===== src/rtl/param_lut_table.sv =====
// param_lut_table: registered, writable lookup table of DEPTH entries x DATA_W bits.
// After reset an INIT sequence copies the built-in default image into the table, one
// entry per cycle. The table then serves one synchronous read per cycle and accepts
// runtime overwrites. Reads sample the old entry when a write hits the same index.
// Optional feature macro: LUT_PARITY_EN adds an even-parity bit per entry, the rd_perr
// output and the inj_perr parity-corruption hook.
module param_lut_table #(
    parameter int ADDR_W = 6,
    parameter int DATA_W = 8,
    parameter int DEPTH  = 14
) (
    input  logic              clk,
    input  logic              reset,
    output logic              busy,
    input  logic              rd_req,
    input  logic [ADDR_W-1:0] rd_addr,
    output logic              rd_valid,
    output logic [DATA_W-1:0] rd_data,
    output logic              rd_miss,
    input  logic              wr_en,
    input  logic [ADDR_W-1:0] wr_addr,
    input  logic [DATA_W-1:0] wr_data,
    output logic              wr_ack
`ifdef LUT_PARITY_EN
    ,
    output logic              rd_perr,
    input  logic              inj_perr
`endif
);

    localparam int IDX_W = (DEPTH > 1) ? $clog2(DEPTH) : 1;
    localparam logic [ADDR_W:0]  DEPTH_C    = (ADDR_W + 1)'(DEPTH);
    localparam logic [IDX_W-1:0] LAST_IDX_C = IDX_W'(DEPTH - 1);
`ifdef LUT_PARITY_EN
    localparam int ENTRY_W = DATA_W + 1;
`else
    localparam int ENTRY_W = DATA_W;
`endif

    typedef enum logic [0:0] {
        ST_INIT  = 1'b0,
        ST_READY = 1'b1
    } state_t;

    // Default image; indices past the listed values power up as zero.
    function automatic logic [DATA_W-1:0] default_entry(input logic [IDX_W-1:0] idx);
        logic [31:0] val_s;
        case (32'(idx))
            32'd0:   val_s = 32'd3;
            32'd1:   val_s = 32'd71;
            32'd2:   val_s = 32'd18;
            32'd3:   val_s = 32'd115;
            32'd4:   val_s = 32'd35;
            32'd5:   val_s = 32'd31;
            32'd6:   val_s = 32'd89;
            32'd7:   val_s = 32'd31;
            32'd8:   val_s = 32'd17;
            32'd9:   val_s = 32'd5;
            32'd10:  val_s = 32'd8;
            32'd11:  val_s = 32'd14;
            32'd12:  val_s = 32'd2;
            32'd13:  val_s = 32'd5;
            default: val_s = 32'd0;
        endcase
        return DATA_W'(val_s);
    endfunction

`ifdef LUT_PARITY_EN
    // Even parity: the stored bit makes the XOR of data plus parity equal to zero.
    function automatic logic even_parity(input logic [DATA_W-1:0] data);
        return ^data;
    endfunction
`endif

    state_t             state_r;
    state_t             next_state_s;
    logic [IDX_W-1:0]   ptr_r;
    logic [ENTRY_W-1:0] mem_r [0:DEPTH-1];

    logic               busy_r;
    logic               rd_valid_r;
    logic [DATA_W-1:0]  rd_data_r;
    logic               rd_miss_r;
    logic               wr_ack_r;

    logic               rd_in_range_s;
    logic               wr_in_range_s;
    logic [IDX_W-1:0]   rd_idx_s;
    logic [IDX_W-1:0]   wr_idx_s;
    logic               rd_fire_s;
    logic               wr_fire_s;
    logic               mem_we_s;
    logic [IDX_W-1:0]   mem_waddr_s;
    logic [DATA_W-1:0]  mem_wdata_raw_s;
    logic [ENTRY_W-1:0] mem_wdata_s;
    logic [ENTRY_W-1:0] rd_entry_s;

`ifdef LUT_PARITY_EN
    logic               rd_perr_r;
    logic               par_flip_s;
`endif

    assign rd_in_range_s = ({1'b0, rd_addr} < DEPTH_C);
    assign wr_in_range_s = ({1'b0, wr_addr} < DEPTH_C);
    assign rd_idx_s      = rd_addr[IDX_W-1:0];
    assign wr_idx_s      = wr_addr[IDX_W-1:0];
    assign rd_entry_s    = mem_r[rd_idx_s];

    // Next-state logic: INIT walks every entry once, then READY until the next reset.
    always_comb begin
        next_state_s = state_r;
        case (state_r)
            ST_INIT: begin
                if (ptr_r == LAST_IDX_C) begin
                    next_state_s = ST_READY;
                end else begin
                    next_state_s = ST_INIT;
                end
            end
            ST_READY: next_state_s = ST_READY;
            default:  next_state_s = ST_INIT;
        endcase
    end

    // Accepted requests and table write port: INIT fill has priority, user writes only in READY.
    always_comb begin
        rd_fire_s       = (state_r == ST_READY) && rd_req;
        wr_fire_s       = (state_r == ST_READY) && wr_en && wr_in_range_s;
        mem_we_s        = 1'b0;
        mem_waddr_s     = ptr_r;
        mem_wdata_raw_s = default_entry(ptr_r);
`ifdef LUT_PARITY_EN
        par_flip_s      = 1'b0;
`endif
        if (state_r == ST_INIT) begin
            mem_we_s        = ~reset;
            mem_waddr_s     = ptr_r;
            mem_wdata_raw_s = default_entry(ptr_r);
        end else if (wr_fire_s) begin
            mem_we_s        = 1'b1;
            mem_waddr_s     = wr_idx_s;
            mem_wdata_raw_s = wr_data;
`ifdef LUT_PARITY_EN
            par_flip_s      = inj_perr;
`endif
        end else begin
            mem_we_s        = 1'b0;
        end
`ifdef LUT_PARITY_EN
        mem_wdata_s = {even_parity(mem_wdata_raw_s) ^ par_flip_s, mem_wdata_raw_s};
`else
        mem_wdata_s = mem_wdata_raw_s;
`endif
    end

    // State register, fill pointer and busy flag.
    always_ff @(posedge clk) begin
        if (reset) begin
            state_r <= ST_INIT;
            ptr_r   <= {IDX_W{1'b0}};
            busy_r  <= 1'b1;
        end else begin
            state_r <= next_state_s;
            busy_r  <= (next_state_s == ST_INIT);
            if (state_r == ST_INIT) begin
                ptr_r <= ptr_r + IDX_W'(1);
            end else begin
                ptr_r <= ptr_r;
            end
        end
    end

    // Table storage; contents need no reset because INIT rewrites every entry.
    always_ff @(posedge clk) begin
        if (mem_we_s) begin
            mem_r[mem_waddr_s] <= mem_wdata_s;
        end
    end

    // Read port: one registered result per accepted request, held while idle.
    always_ff @(posedge clk) begin
        if (reset) begin
            rd_valid_r <= 1'b0;
            rd_data_r  <= {DATA_W{1'b0}};
            rd_miss_r  <= 1'b0;
`ifdef LUT_PARITY_EN
            rd_perr_r  <= 1'b0;
`endif
        end else if (rd_fire_s) begin
            rd_valid_r <= 1'b1;
            if (rd_in_range_s) begin
                rd_data_r <= rd_entry_s[DATA_W-1:0];
                rd_miss_r <= 1'b0;
`ifdef LUT_PARITY_EN
                rd_perr_r <= ^rd_entry_s;
`endif
            end else begin
                rd_data_r <= {DATA_W{1'b0}};
                rd_miss_r <= 1'b1;
`ifdef LUT_PARITY_EN
                rd_perr_r <= 1'b0;
`endif
            end
        end else begin
            rd_valid_r <= 1'b0;
        end
    end

    // Write acknowledge: one-cycle pulse after a committed in-range write.
    always_ff @(posedge clk) begin
        if (reset) begin
            wr_ack_r <= 1'b0;
        end else begin
            wr_ack_r <= wr_fire_s;
        end
    end

    assign busy     = busy_r;
    assign rd_valid = rd_valid_r;
    assign rd_data  = rd_data_r;
    assign rd_miss  = rd_miss_r;
    assign wr_ack   = wr_ack_r;
`ifdef LUT_PARITY_EN
    assign rd_perr  = rd_perr_r;
`endif

endmodule


===== config.mk =====
export PLATFORM = sky130hd
export DESIGN_NAME = param_lut_table
export DESIGN_NICKNAME = d
export VERILOG_FILES = /design/src/rtl/param_lut_table.sv
export SDC_FILE = /design/constraint.sdc
export NUM_CORES = 1
export LEC_CHECK = 0
export ABC_AREA = 1
export ABC_CLOCK_PERIOD_IN_PS = 5700
export CORE_UTILIZATION = 35
export CTS_BUF_LIST = sky130_fd_sc_hd__clkbuf_8 sky130_fd_sc_hd__clkbuf_16
export CTS_CLUSTER_SIZE = 12
export DETAILED_ROUTE_END_ITERATION = 10
export SYNTH_ARGS = -nofsm -noshare
export SYNTH_HDL_FRONTEND = slang
export SYNTH_SLANG_ARGS = --single-unit

===== constraint.sdc =====
create_clock -name clk -period 5.7 [get_ports clk]
set_input_delay 1.14 -clock clk [delete_from_list [all_inputs] [get_ports clk]]
set_output_delay 1.14 -clock clk [all_outputs]
set_load 0.01 [all_outputs]

==> impl_metrics.py <==
metrics = {
    "layout": {
        "fill_cells": 1541,
        "diodes": 0,
        "multi_input_area_mm2": 0.00157,
        "seq_area_mm2": 0.00384,
        "fin_cells": 820,
        "layout.nets": 617,
        "drive_gt1_share_pct": 8.61,
        "syn_to_final_growth_pct": 18.7,
    },
    "setup_path": {
        "r2r_start": "state_r",
        "critPathKind": "in2reg",
        "cpPeakStageDelay_ns": 0.63,
        "cp-end-kind": "register",
        "cp_num_buf_inv": 1,
        "cp_top_family": "simple AND/OR/NAND/NOR gates",
        "slowest_stage": "nor2_1",
        "crit_path_start_kind": "input pin",
        "cp.arrival_ns": 3.19,
        "worst_r2r_path_depth": 4,
        "crit_top_cell": "nor2_1",
        "reg2reg_slack_ns": 3.25,
        "crit_fanout": 18,
        "r2r-end": "mem_r[3][1]",
        "crit_chain": "clkdlybuf4s50_1 > nor2_1 > nand4_4 > o21ai_0 > nand2_1 > nor2_1",
        "required_ns": 5.73,
    },
    "routing": {
        "firstDrtPassIters": 5,
        "routed_via_density": 4.81,
        "drt_iter0_markers": 294,
        "drc_errors": 0,
        "antenna_left": 0,
        "wl_per_cell_um": 16.2,
        "wirelength_mm": 13.3,
        "num_vias": 3941,
    },
    "synthesis": {
        "synth_top_family_by_area": "simple AND/OR/NAND/NOR gates",
        "synth_area_leaders": "edfxtp_1 (59%), nand2_1 (11%), dfxtp_1 (8.4%), nand3_1 (7.7%), inv_1 (3.5%)",
        "syn_nets": 582,
        "syn_area_mm2": 0.00574,
        "synth_fa_ha_area_share_pct": 0.436,
        "ys.warnings.count": 0,
        "synth-seq-cells": 136,
        "synth-xor-area-share_pct": 0,
        "ys_seq_area_share_pct": 67.0,
        "syn_avg_cell_area_um2": 10.3,
        "synthCells": 556,
        "ys_types": 25,
        "synth-simple-area-share_pct": 22.8,
        "synth_compound_area_share_pct": 2.70,
        "synth_top_area_cell": "edfxtp_1",
        "synth_mux_area_share_pct": 1.37,
        "synth.top_cell.area_share_pct": 58.6,
    },
    "pwr": {
        "p_sw_mw": 0.483,
        "p_int_mw": 1.75,
        "combPwrFrac_pct": 6.8,
        "worst_ir_drop_vdd_mv": 0.199,
        "p_seq_share_pct": 49.7,
        "p_leak_nw": 2.69,
        "power_density_mw_per_mm2": 328,
        "p_sw_share_pct": 21.7,
        "clkPwrFrac_pct": 43.5,
    },
    "sta": {
        "hold_viol_final": 0,
        "fin_crit_sh_pct": 55.4,
        "period_needed_ns": 3.16,
        "slew_headroom_pct": 41.2,
        "setup_viol": 0,
        "rsz0062_at_grt": "false",
        "fmax_mhz": 317,
        "tightest_slew_ns": 0.881,
        "fin_setup_tns_ns": 0,
        "worst_slack_ns": 2.54,
        "slew_viol_final": 0,
        "fin_skew_ns": 0.0124,
    },
    "floorplan": {
        "io_pins": 36,
        "die_area_mm2": 0.0169,
        "core_mm2": 0.0159,
        "std_cell_rows": 46,
        "die_h_um": 130,
        "die_x_um": 130,
        "initial_core_util_pct": 36.0,
    },
    "min_path": {
        "min_path_cells": 2,
        "min_path_type": "reg2reg",
        "hp-start": "rd_data[2]",
        "min_to": "rd_data[2]",
    },
    "grt": {
        "grt_pass1_wl_mm": 20.9,
        "overflow": 0,
        "antenna_found_initial": 0,
        "grt_max_degree": 58,
        "grt_pass1_vias": 3839,
        "grt_use_total_pct": 17.1,
    },
    "cts": {
        "cts_tree": "done",
        "cts-root-buf": "clkbuf_16",
        "cts_num_sinks": 136,
        "clk_latency_ns": 0.41,
        "ctsHoldBuffers": 0,
        "clk_pin_slew_worst_paths_ns": 0.05,
        "postCtsSetupBuffers": 0,
        "ctsResizeCount": 0,
        "cts_max_path_buffers": 2,
        "htreeDepth": 4,
        "cts-buffers-inserted": 17,
    },
    "run_status": {
        "outcome": "complete, no violations",
    },
    "placed_design": {
        "hpwl_mm": 8.77,
        "placed_cells": 788,
        "pre_cts_ws_ns": 2.09,
        "globalplace.congestion": 0.793,
        "port_buffers": 35,
    },
    "run": {
        "max_cap_violations": 0,
    },
}
-- layout by cell type, fill, tap and decap left out, drive strengths merged --
cell type / n
nand2: 176
edfxtp: 112
nand3: 93
inv: 65
clkdlybuf4s50: 34
nor2: 29
dfxtp: 24
clkbuf: 21
a21oi: 19
mux2: 7
o21ai: 7
buf: 5
clkinv: 4
nand4: 3
ha: 2
o31ai: 1
a31oi: 1
o211ai: 1
-- cells by family after synthesis --
logic type | count (synthesis)
compound gates | 29
fa+ha+maj | 2
buf+inv | 81
flops | 136
mux | 7
simple gates | 301
-- layout make-up --
class	count	share of cell area, %
flip-flops and latches	136	56.4
multi-input cells	339	23.0
clock buffers	21	7.22
repair buffers	39	5.51
well taps	216	3.97
inverters	58	3.20
clock inverters	11	0.680
-- metrics by stage --
step | hold WS, ns | util, % | power (mW) | instance area (µm²)
2_1_floorplan | 0.490 | - | 1.22 | 5740
3_3_place_gp | 0.465 | 39.4 | 1.28 | 6270
3_5_place_dp | 0.466 | 39.4 | 1.28 | 6270
4_1_cts | 0.477 | 42.7 | 2.25 | 6810
5_1_grt | 0.494 | 42.7 | 2.31 | 6810
6_report | 0.471 | 42.7 | 2.23 | 6810
-- layer usage --
layer | wire (µm) | part of all wire [%] | track usage [%]
met1 | 6100 | 46 | 23.1
met3 | 624 | 4.7 | 3.77
met2 | 6410 | 48 | 27.3
met4 | 141 | 1.1 | 5.20
met5 | 0 | 0 | 0
-- sequential cells by signal, summed over array words and instances, names as in the netlist, named ones only --
signal	flops
rd_valid	1
ptr_r	4
mem_r	112
rd_miss	1
state_r	1
wr_ack	1
rd_data	8
busy	1
-- power by group through the flow --
stage / clock (mW) / sequential, mW / combinational [mW]
floorplan: 0 / 1.13 / 0.0947
global placement: 0 / 1.13 / 0.150
detailed placement: 0 / 1.13 / 0.152
CTS: 0.990 / 1.11 / 0.154
global route: 1.03 / 1.11 / 0.168
finish: 0.972 / 1.11 / 0.152
-- synth_stat cells, drive strengths merged --
| library cell | count |
|---|---|
| mux2 | 7 |
| dfxtp | 24 |
| clkbuf | 6 |
| nand3 | 93 |
| nand4 | 3 |
| buf | 17 |
| inv | 58 |
| a21oi | 19 |
| ha | 2 |
| o211ai | 1 |
| edfxtp | 112 |
| o21ai | 7 |
| nor2 | 29 |
| nand2 | 176 |
| o31ai | 1 |
| a31oi | 1 |
-- worst max path at each step --
stage               start     endpoint  slack [ns]  cells past startpoint
3_5_place_dp   wr_addr[5]  mem_r[3][2]        2.09                      6
5_1_grt        wr_addr[5]  mem_r[3][3]        2.29                      6
6_report       wr_addr[5]  mem_r[3][1]        2.54                      6
2_1_floorplan  wr_addr[5]  mem_r[9][0]        3.05                      6
4_1_cts        wr_addr[5]  mem_r[3][3]        2.52                      6
3_3_place_gp   wr_addr[5]  mem_r[3][2]        2.15                      6
-- worst reg2reg max path: cells and delay by family (launching register included) --
family	cells	cell delay, ns
compound gates	1	0.39
flops	1	0.57
simple gates	3	1.12
(Power assumes the default switching activity.)
